## config.mk

```make
export PLATFORM = sky130hd
export DESIGN_NAME = osd_textwriter_flat
export DESIGN_NICKNAME = d
export VERILOG_FILES = /design/src/rtl/osd_textwriter_if.sv /design/src/rtl/osd_textwriter.sv /design/src/flat_wrapper.sv
export SDC_FILE = /design/constraint.sdc
export NUM_CORES = 1
export LEC_CHECK = 0
export CAP_MARGIN = 40
export CELL_PAD_IN_SITES_DETAIL_PLACEMENT = 0
export CELL_PAD_IN_SITES_GLOBAL_PLACEMENT = 1
export CORE_MARGIN = 8
export CORE_UTILIZATION = 34
export DETAILED_ROUTE_END_ITERATION = 10
export GPL_ROUTABILITY_DRIVEN = 0
export PLACE_DENSITY = 0.75
export SLEW_MARGIN = 20
export SYNTH_ARGS = -nofsm -noshare
export SYNTH_HDL_FRONTEND = slang
export SYNTH_SLANG_ARGS = --single-unit
```

## constraint.sdc

```tcl
create_clock -name clk -period 2.1 [get_ports clk]
set_clock_uncertainty 0.15 [all_clocks]
set_input_delay 0.315 -clock clk [delete_from_list [all_inputs] [get_ports clk]]
set_output_delay 0.315 -clock clk [all_outputs]
set_load 0.005 [all_outputs]
```

## src/rtl/osd_textwriter_if.sv

```systemverilog
// Input side of the OSD text writer: char/control stream plus cursor load.
// Master is the OSD control logic, slave is the text writer.
interface osd_textwriter_if #(
    parameter int COL_W = 5,
    parameter int ROW_W = 3
);
    logic [7:0]       in_data;
    logic             in_valid;
    logic             in_ready;
    logic             inverse;
    logic             goto_valid;
    logic [COL_W-1:0] goto_x;
    logic [ROW_W-1:0] goto_y;

    modport master (
        output in_data,
        output in_valid,
        output inverse,
        output goto_valid,
        output goto_x,
        output goto_y,
        input  in_ready
    );

    modport slave (
        input  in_data,
        input  in_valid,
        input  inverse,
        input  goto_valid,
        input  goto_x,
        input  goto_y,
        output in_ready
    );
endinterface

```

## src/rtl/osd_textwriter.sv

```systemverilog
// OSD screenbuffer writer: byte stream -> {row,col} addressed writes with cursor.
// Define OSD_CLEAR_ON_RESET_EN to start with a full clear sweep out of reset.
module osd_textwriter #(
    parameter int         COL_W     = 5,
    parameter int         ROW_W     = 3,
    parameter logic [7:0] FILL_CODE = 8'h20
) (
    input  logic                   clk,
    input  logic                   reset_n,
    input  logic                   ce,
    osd_textwriter_if.slave        bus,
    output logic [COL_W+ROW_W-1:0] address,
    output logic [7:0]             data,
    output logic                   wren,
    output logic                   busy,
    output logic [COL_W-1:0]       cursor_x,
    output logic [ROW_W-1:0]       cursor_y
);
    localparam int AW = COL_W + ROW_W;

    localparam logic [6:0] C_BS = 7'h08;
    localparam logic [6:0] C_LF = 7'h0A;
    localparam logic [6:0] C_FF = 7'h0C;
    localparam logic [6:0] C_CR = 7'h0D;

    typedef enum logic {
        S_IDLE  = 1'b0,
        S_CLEAR = 1'b1
    } state_e;

`ifdef OSD_CLEAR_ON_RESET_EN
    localparam state_e RST_STATE = S_CLEAR;
`else
    localparam state_e RST_STATE = S_IDLE;
`endif

    state_e           state_q, state_d;
    logic [COL_W-1:0] cx_q, cx_d;
    logic [ROW_W-1:0] cy_q, cy_d;
    logic [AW-1:0]    clr_q, clr_d;
    logic [AW-1:0]    addr_q, addr_d;
    logic [7:0]       data_q, data_d;
    logic             wren_q, wren_d;

    logic [6:0]       code;
    logic             idle;
    logic             accept;
    logic             unused_bit7;

    assign code        = bus.in_data[6:0];
    assign unused_bit7 = bus.in_data[7];
    assign idle        = (state_q == S_IDLE);
    assign accept      = ce & bus.in_valid & idle & ~bus.goto_valid;

    always_comb begin
        state_d = state_q;
        cx_d    = cx_q;
        cy_d    = cy_q;
        clr_d   = clr_q;
        addr_d  = addr_q;
        data_d  = data_q;
        wren_d  = 1'b0;
        if (ce) begin
            unique case (state_q)
                S_CLEAR: begin
                    wren_d = 1'b1;
                    addr_d = clr_q;
                    data_d = FILL_CODE;
                    clr_d  = clr_q + 1'b1;
                    if (&clr_q) begin
                        state_d = S_IDLE;
                        cx_d    = '0;
                        cy_d    = '0;
                    end
                end
                S_IDLE: begin
                    if (bus.goto_valid) begin
                        cx_d = bus.goto_x;
                        cy_d = bus.goto_y;
                    end else if (accept) begin
                        unique case (1'b1)
                            (code >= 7'h20): begin
                                wren_d = 1'b1;
                                addr_d = {cy_q, cx_q};
                                data_d = {bus.inverse, code};
                                cx_d   = cx_q + 1'b1;
                                if (&cx_q)
                                    cy_d = cy_q + 1'b1;
                            end
                            (code == C_CR): begin
                                cx_d = '0;
                            end
                            (code == C_LF): begin
                                cx_d = '0;
                                cy_d = cy_q + 1'b1;
                            end
                            (code == C_BS): begin
                                if (cx_q != '0) begin
                                    cx_d   = cx_q - 1'b1;
                                    wren_d = 1'b1;
                                    addr_d = {cy_q, cx_q - 1'b1};
                                    data_d = FILL_CODE;
                                end
                            end
                            (code == C_FF): begin
                                state_d = S_CLEAR;
                                clr_d   = '0;
                            end
                            default: ;
                        endcase
                    end
                end
                default: ;
            endcase
        end
    end

    always_ff @(posedge clk or negedge reset_n) begin
        if (!reset_n) begin
            state_q <= RST_STATE;
            cx_q    <= '0;
            cy_q    <= '0;
            clr_q   <= '0;
            addr_q  <= '0;
            data_q  <= '0;
            wren_q  <= 1'b0;
        end else begin
            state_q <= state_d;
            cx_q    <= cx_d;
            cy_q    <= cy_d;
            clr_q   <= clr_d;
            addr_q  <= addr_d;
            data_q  <= data_d;
            wren_q  <= wren_d;
        end
    end

    assign bus.in_ready = idle;
    assign busy         = ~idle;
    assign address      = addr_q;
    assign data         = data_q;
    assign wren         = wren_q;
    assign cursor_x     = cx_q;
    assign cursor_y     = cy_q;
endmodule
```

## src/flat_wrapper.sv

```systemverilog
// flat-port wrapper written by rule: the top's interface ports become plain ports
module osd_textwriter_flat 
#(
    parameter int         COL_W     = 5,
    parameter int         ROW_W     = 3,
    parameter logic [7:0] FILL_CODE = 8'h20
)
  (clk, reset_n, ce, address, data, wren, busy, cursor_x, cursor_y, bus_in_data, bus_in_valid, bus_inverse, bus_goto_valid, bus_goto_x, bus_goto_y, bus_in_ready);
  osd_textwriter_if #(.COL_W(COL_W), .ROW_W(ROW_W)) bus_i ();
  input  logic clk;
  input  logic reset_n;
  input  logic ce;
  output logic [COL_W+ROW_W-1:0] address;
  output logic [7:0] data;
  output logic wren;
  output logic busy;
  output logic [COL_W-1:0] cursor_x;
  output logic [ROW_W-1:0] cursor_y;
  input wire logic [$bits(bus_i.in_data)-1:0] bus_in_data;
  input wire logic [$bits(bus_i.in_valid)-1:0] bus_in_valid;
  input wire logic [$bits(bus_i.inverse)-1:0] bus_inverse;
  input wire logic [$bits(bus_i.goto_valid)-1:0] bus_goto_valid;
  input wire logic [$bits(bus_i.goto_x)-1:0] bus_goto_x;
  input wire logic [$bits(bus_i.goto_y)-1:0] bus_goto_y;
  output wire logic [$bits(bus_i.in_ready)-1:0] bus_in_ready;
  assign bus_i.in_data = bus_in_data;
  assign bus_i.in_valid = bus_in_valid;
  assign bus_i.inverse = bus_inverse;
  assign bus_i.goto_valid = bus_goto_valid;
  assign bus_i.goto_x = bus_goto_x;
  assign bus_i.goto_y = bus_goto_y;
  assign bus_in_ready = bus_i.in_ready;
  osd_textwriter #(.COL_W(COL_W), .ROW_W(ROW_W), .FILL_CODE(FILL_CODE)) u_core (.clk(clk), .reset_n(reset_n), .ce(ce), .bus(bus_i), .address(address), .data(data), .wren(wren), .busy(busy), .cursor_x(cursor_x), .cursor_y(cursor_y));
endmodule
```

[Word-level counts from Yosys, hierarchy flattened]
Index checks and enable logic that the tools add are counted.
Word-level totals
  word-level logic and storage cells: 77
  output and inout port bits: 27
  bits of input ports: 22
  register bits after elaboration: 34
Cells by class
  multiplexer cells: 37
  $add $sub $neg: 4
  magnitude comparators: 1
  reduce and logical (&&, ||, !) cells: 8
  bitwise logic cells: 5
  eq/ne operators: 15
Operators with widths (number)
  one-hot mux 8 bit (2 select lines): 5
  2-to-1 mux 8 bit: 9
  == test 7 x 4 -> 1 bit (second input constant): 4
  2-to-1 mux 5 bit: 4
  AND reduction 5 bit: 4
  one-hot mux 5 bit (3 select lines): 1
  2-to-1 mux 3 bit: 4
  inequality test 4 bit (second input constant): 3
  one-hot mux 3 bit (2 select lines): 2
  one-hot mux 5 bit (2 select lines): 1
  inequality test 3 bit (second input constant): 3
  adder 8 x 1 -> 8 bit (second input constant): 1
  2-to-1 mux 1 bit: 8
  inequality test 2 bit (second input constant): 4
  AND reduction 8 bit: 1
  greater-or-equal comparator 7 x 6 -> 1 bit (second input constant): 1
  one-hot mux 1 bit (2 select lines): 3
  adder 5 x 1 -> 5 bit (second input constant): 1
  inequality test 5 bit (second input constant): 1
  nonzero test 5 bit: 1
  subtractor 5 x 1 -> 5 bit (second input constant): 1
  AND reduction 4 bit: 1
  adder 3 x 1 -> 3 bit (second input constant): 1
  AND 1 bit: 3
  2 further kinds: 3

[Longest topological paths before layout]
  depth after elaboration: 7
  depth in mapped cells: 8
  mapped depth without buffers: 7

[Worst setup path after synthesis]
OpenSTA, ideal clock, no wires.
  path type: reg2reg
  start: register u_core.cx_q[0], in the netlist u_core.cursor_x[0]
  end: register u_core.cx_q[1], in the netlist u_core.cursor_x[1]
  data arrival time: 1.886 ns
  slack: -0.061 ns
  period minus slack after synthesis: 2.161 ns
  path buffers: 0
  required time: 1.825 ns
  library setup time: 0.125 ns
  stages on the path, launching flop included: 8
  cell sequence: dfrtp_1 > inv_1 > ha_1 > or4b_4 > o211ai_2 > o211a_4 > a21boi_2 > mux2_4
Between the ends
  longest elaborated chain between the ends: 6
  elaborated cells on any way between the ends: 10
  those cells by class: add/sub: 2; eq/ne: 1; mux: 5; reduce/logical: 2
Ends and longest elaborated chain
  start, declared: line osd_textwriter.sv:38  | logic [COL_W-1:0] cx_q, cx_d;
  start signal, assigned: line osd_textwriter.sv:121  | cx_q <= '0;
  start signal, assigned: line osd_textwriter.sv:129  | cx_q <= cx_d;
  subtractor 5 x 1 -> 5 bit: line osd_textwriter.sv:99  | cx_d = cx_q - 1'b1;
  2-to-1 mux 5 bit: line osd_textwriter.sv:98  | if (cx_q != '0) begin
  one-hot mux 5 bit (3 select lines): line osd_textwriter.sv:81  | unique case (1'b1)
  2-to-1 mux 5 bit: line osd_textwriter.sv:80  | end else if (accept) begin
  2-to-1 mux 5 bit: line osd_textwriter.sv:77  | if (bus.goto_valid) begin
  one-hot mux 5 bit (2 select lines): line osd_textwriter.sv:64  | unique case (state_q)
Several ways; a longest one is shown, not always the timed one. The select of a mux whose other input is x is not followed.
A chain may end at the register's enable or synchronous reset.

[Final worst setup path]
  start: register u_core.cx_q[0], in the netlist u_core.cursor_x[0]
  end: register u_core.cx_q[3], in the netlist u_core.cursor_x[3]
The elaborated chain is that of the path after synthesis.

==> reports/metrics.cfg <==
[global_routing]
antenna_found_initial = 0
grt_use_total_pct = 15.63
grt_pass1_vias = 2120
grt_max_degree = 35
grt_pass1_wl_um = 10900
overflow = 0

[timing]
fmax_mhz = 472.1
hold_viol = 0
grt_setup_unrepaired = yes
maxSlewViolCount = 0
holdWs_ns = 0.2782
setup_viol = 1
setup_tns_ns = -0.01838
worst_slack_ns = -0.01838
finalCritPeriodShare_pct = 100.9
timing.final.crit_period_ns = 2.118
worst-slew-pin-transition_ns = 0.4565
slew_headroom_pct = 69.57

[power_and_ir_drop]
p_leak_uw = 0.001492
powerDensity_mw_per_mm2 = 758.9
peakVddDrop_mv = 0.3371

[place]
dp_hpwl_um = 5202
port_buffers = 47
dp_cells = 402

[floorplanning]
std_cell_rows = 28
io_pins = 49
die_area_mm2 = 0.008998
initial_utilization_pct = 35.50
core_mm2 = 0.005956
dieWidth_um = 94.86
die_h_um = 94.86

[cts]
clkTransAtPathRegs_ns = 0.08
cts_made_buffers = 5
cts_sinks = 34
tritoncts = yes
clk_latency_ns = 0.29
clk_path_buf_depth = 2
h-tree-depth = 2
clockRootBuffer = clkbuf_8
hold_buffers = 0

[synth]
ys_seq_area_share_pct = 40.24
ys_ff_latch = 34
syn_avg_cell_area_um2 = 9.114
synth.distinct_cells = 53
netlist_instances = 232
syn-num-nets = 261
ys.flop_type = dfrtp_1
async_flop_share_pct = 100.0
yosysWarnings = 0
synth_edf_count = 0
syn_area_mm2 = 0.002115

[critical_path]
worstReg2RegEnd = u_core.cursor_x[3]$_DFFE_PN0P_
worstRegToRegCells = 8
cp.required_ns = 2.14
arrival_ns = 2.15
timing.rr.start = u_core.cursor_x[0]$_DFFE_PN0P_
critPathLaunchType = register
r2r_slack_ns = -0.02
end_kind = register
crit_fanout = 3
path_class = register to register

[cells_and_area]
nNetsFinal = 367
finalNonFillerCells = 414
n_antenna_cell = 0
area_growth_pct = 55.33
drive_gt1_share_pct = 28.02

[route]
drt_wl_total_um = 6782
drc = 0
dr.pass1.iters = 4
wl_per_cell_um = 16.38
detail-route-antenna-nets = 0
vias_per_cell = 5.114
route.vias.total = 2117
drt_iter0_markers = 87

[hold_path]
hp-class = primary input to asynchronous set/reset pin

[flow_run]
drv_cap = 0

[outcome]
status = finished with violations
failed_checks = negative setup slack

-- sequential cells by signal, summed over array words and instances, names as in the netlist --
register / flops
u_core.wren: 1
u_core.cursor_y: 3
u_core.data: 8
u_core.address: 8
u_core.busy: 1
u_core.cursor_x: 5
u_core.clr_q: 8
-- cells in the final DEF (no fill, tap or decap), drive strengths merged, types with 2 or more instances in the layout --
cell	count
buf	63
clkdlybuf4s50	43
dfrtp	34
nand2	33
o21ai	24
nor2	20
nand3	9
inv	8
a21oi	7
mux2i	7
nor3	7
ha	7
clkbuf	6
nand2b	5
nand4	5
nand3b	4
xnor2	4
dlymetal6s2s	4
mux2	4
a22o	3
xor2	3
a22oi	3
o32ai	3
o211ai	3
or4b	2
nor2b	2
a211oi	2
nor4b	2
-- kinds of logic (layout without fill, tap and decap cells) --
family / count (synthesis) / count (layout) / share of synthesized area [%]
muxes: 11 / 11 / 5.621
xor gates and xnor gates: 7 / 7 / 2.899
adders and majority gates: 7 / 7 / 4.142
AOI/OAI and AO/OA: 58 / 58 / 18.99
buffers and inverters: 19 / 126 / 3.846
DFF: 34 / 34 / 40.24
and+or+nand+nor: 96 / 96 / 24.26
-- how the worst max path moves through the flow --
stage | from | end | depth (start not counted)
after floorplan | u_core.cursor_x[0]$_DFFE_PN0P_ | u_core.cursor_x[1]$_DFFE_PN0P_ | 7
after global placement | bus_in_data[4] | u_core.clr_q[6]$_DFFE_PN0P_ | 5
after detailed placement | bus_in_data[5] | u_core.clr_q[6]$_DFFE_PN0P_ | 5
after CTS | u_core.cursor_x[0]$_DFFE_PN0P_ | u_core.cursor_y[1]$_DFFE_PN0P_ | 7
after global routing | bus_in_data[0] | u_core.cursor_y[2]$_DFFE_PN0P_ | 8
final | u_core.cursor_x[0]$_DFFE_PN0P_ | u_core.cursor_x[3]$_DFFE_PN0P_ | 8
-- cells in the mapped netlist, types with 3 or more instances --
cell,count,area [um2]
nor3_1,6,30.03
nand3_1,9,45.04
a22o_1,3,26.28
dfrtp_1,34,850.8
xnor2_1,4,35.03
a22oi_1,3,22.52
o32ai_1,3,26.28
xor2_1,3,26.28
nand2b_1,5,31.28
clkbuf_1,7,26.28
nor2_1,20,75.07
o21ai_1,9,45.04
ha_1,7,87.58
inv_1,8,30.03
o21ai_0,15,75.07
nand4_1,5,31.28
nand3b_1,4,30.03
nand2_1,33,123.9
a21oi_1,7,35.03
mux2i_1,7,70.07
-- metrics by stage --
step / utilization [%] / total power [uW] / worst slack [ns] / area, um2
finish: 55.15 / 2493 / -0.01838 / 3284
global route: 55.15 / 2661 / -0.1003 / 3284
CTS: 53.87 / 2500 / -0.02948 / 3208
detailed placement: 51.55 / 1938 / -0.2734 / 3070
global placement: 51.55 / 1916 / -0.2747 / 3070
floorplan: - / 1298 / -0.03056 / 2115
-- cell type report --
type | instances | area (um2)
multi-input combinational | 179 | 1246
sequential | 34 | 850.8
tap | 75 | 93.84
clock buffer | 6 | 82.58
inverter | 8 | 30.03
clock inverter | 2 | 12.51
timing repair buffer | 110 | 968.4
fill | 572 | 2671
-- per-layer routing --
layer  up-vias  GRT usage (%)  wire [um]
met5         -              0          0
met4         0          7.282        152
met3        10          3.254        411
met2        58          23.75       2969
met1      1002          20.74       3250
li1       1047              -          -
-- critical path, stage by stage (launching register included) --
cell      delay, ns
dfrtp_1        0.41
inv_2          0.09
ha_4           0.13
or4b_4         0.47
o211ai_2       0.17
o211a_4        0.21
buf_6          0.10
o211ai_1       0.09
a22o_1         0.22
-- repair_timing --
| action | 4_1_cts | 5_1_grt |
|---|---|---|
| setup endpoints to repair | 22 | 23 |
| gates resized for setup | 7 | 15 |
| pin swaps | 8 | 5 |
| hold endpoints to repair | 0 | 0 |
| setup buffers | 3 | 2 |
-- report_power, final --
group | internal, uW | switching (uW) | total [uW]
Combinational | 620 | 447 | 1070
Sequential | 794 | 112 | 906
Clock | 264 | 257 | 520
Total | 1680 | 815 | 2490
Power figures use the tool's default switching activity.
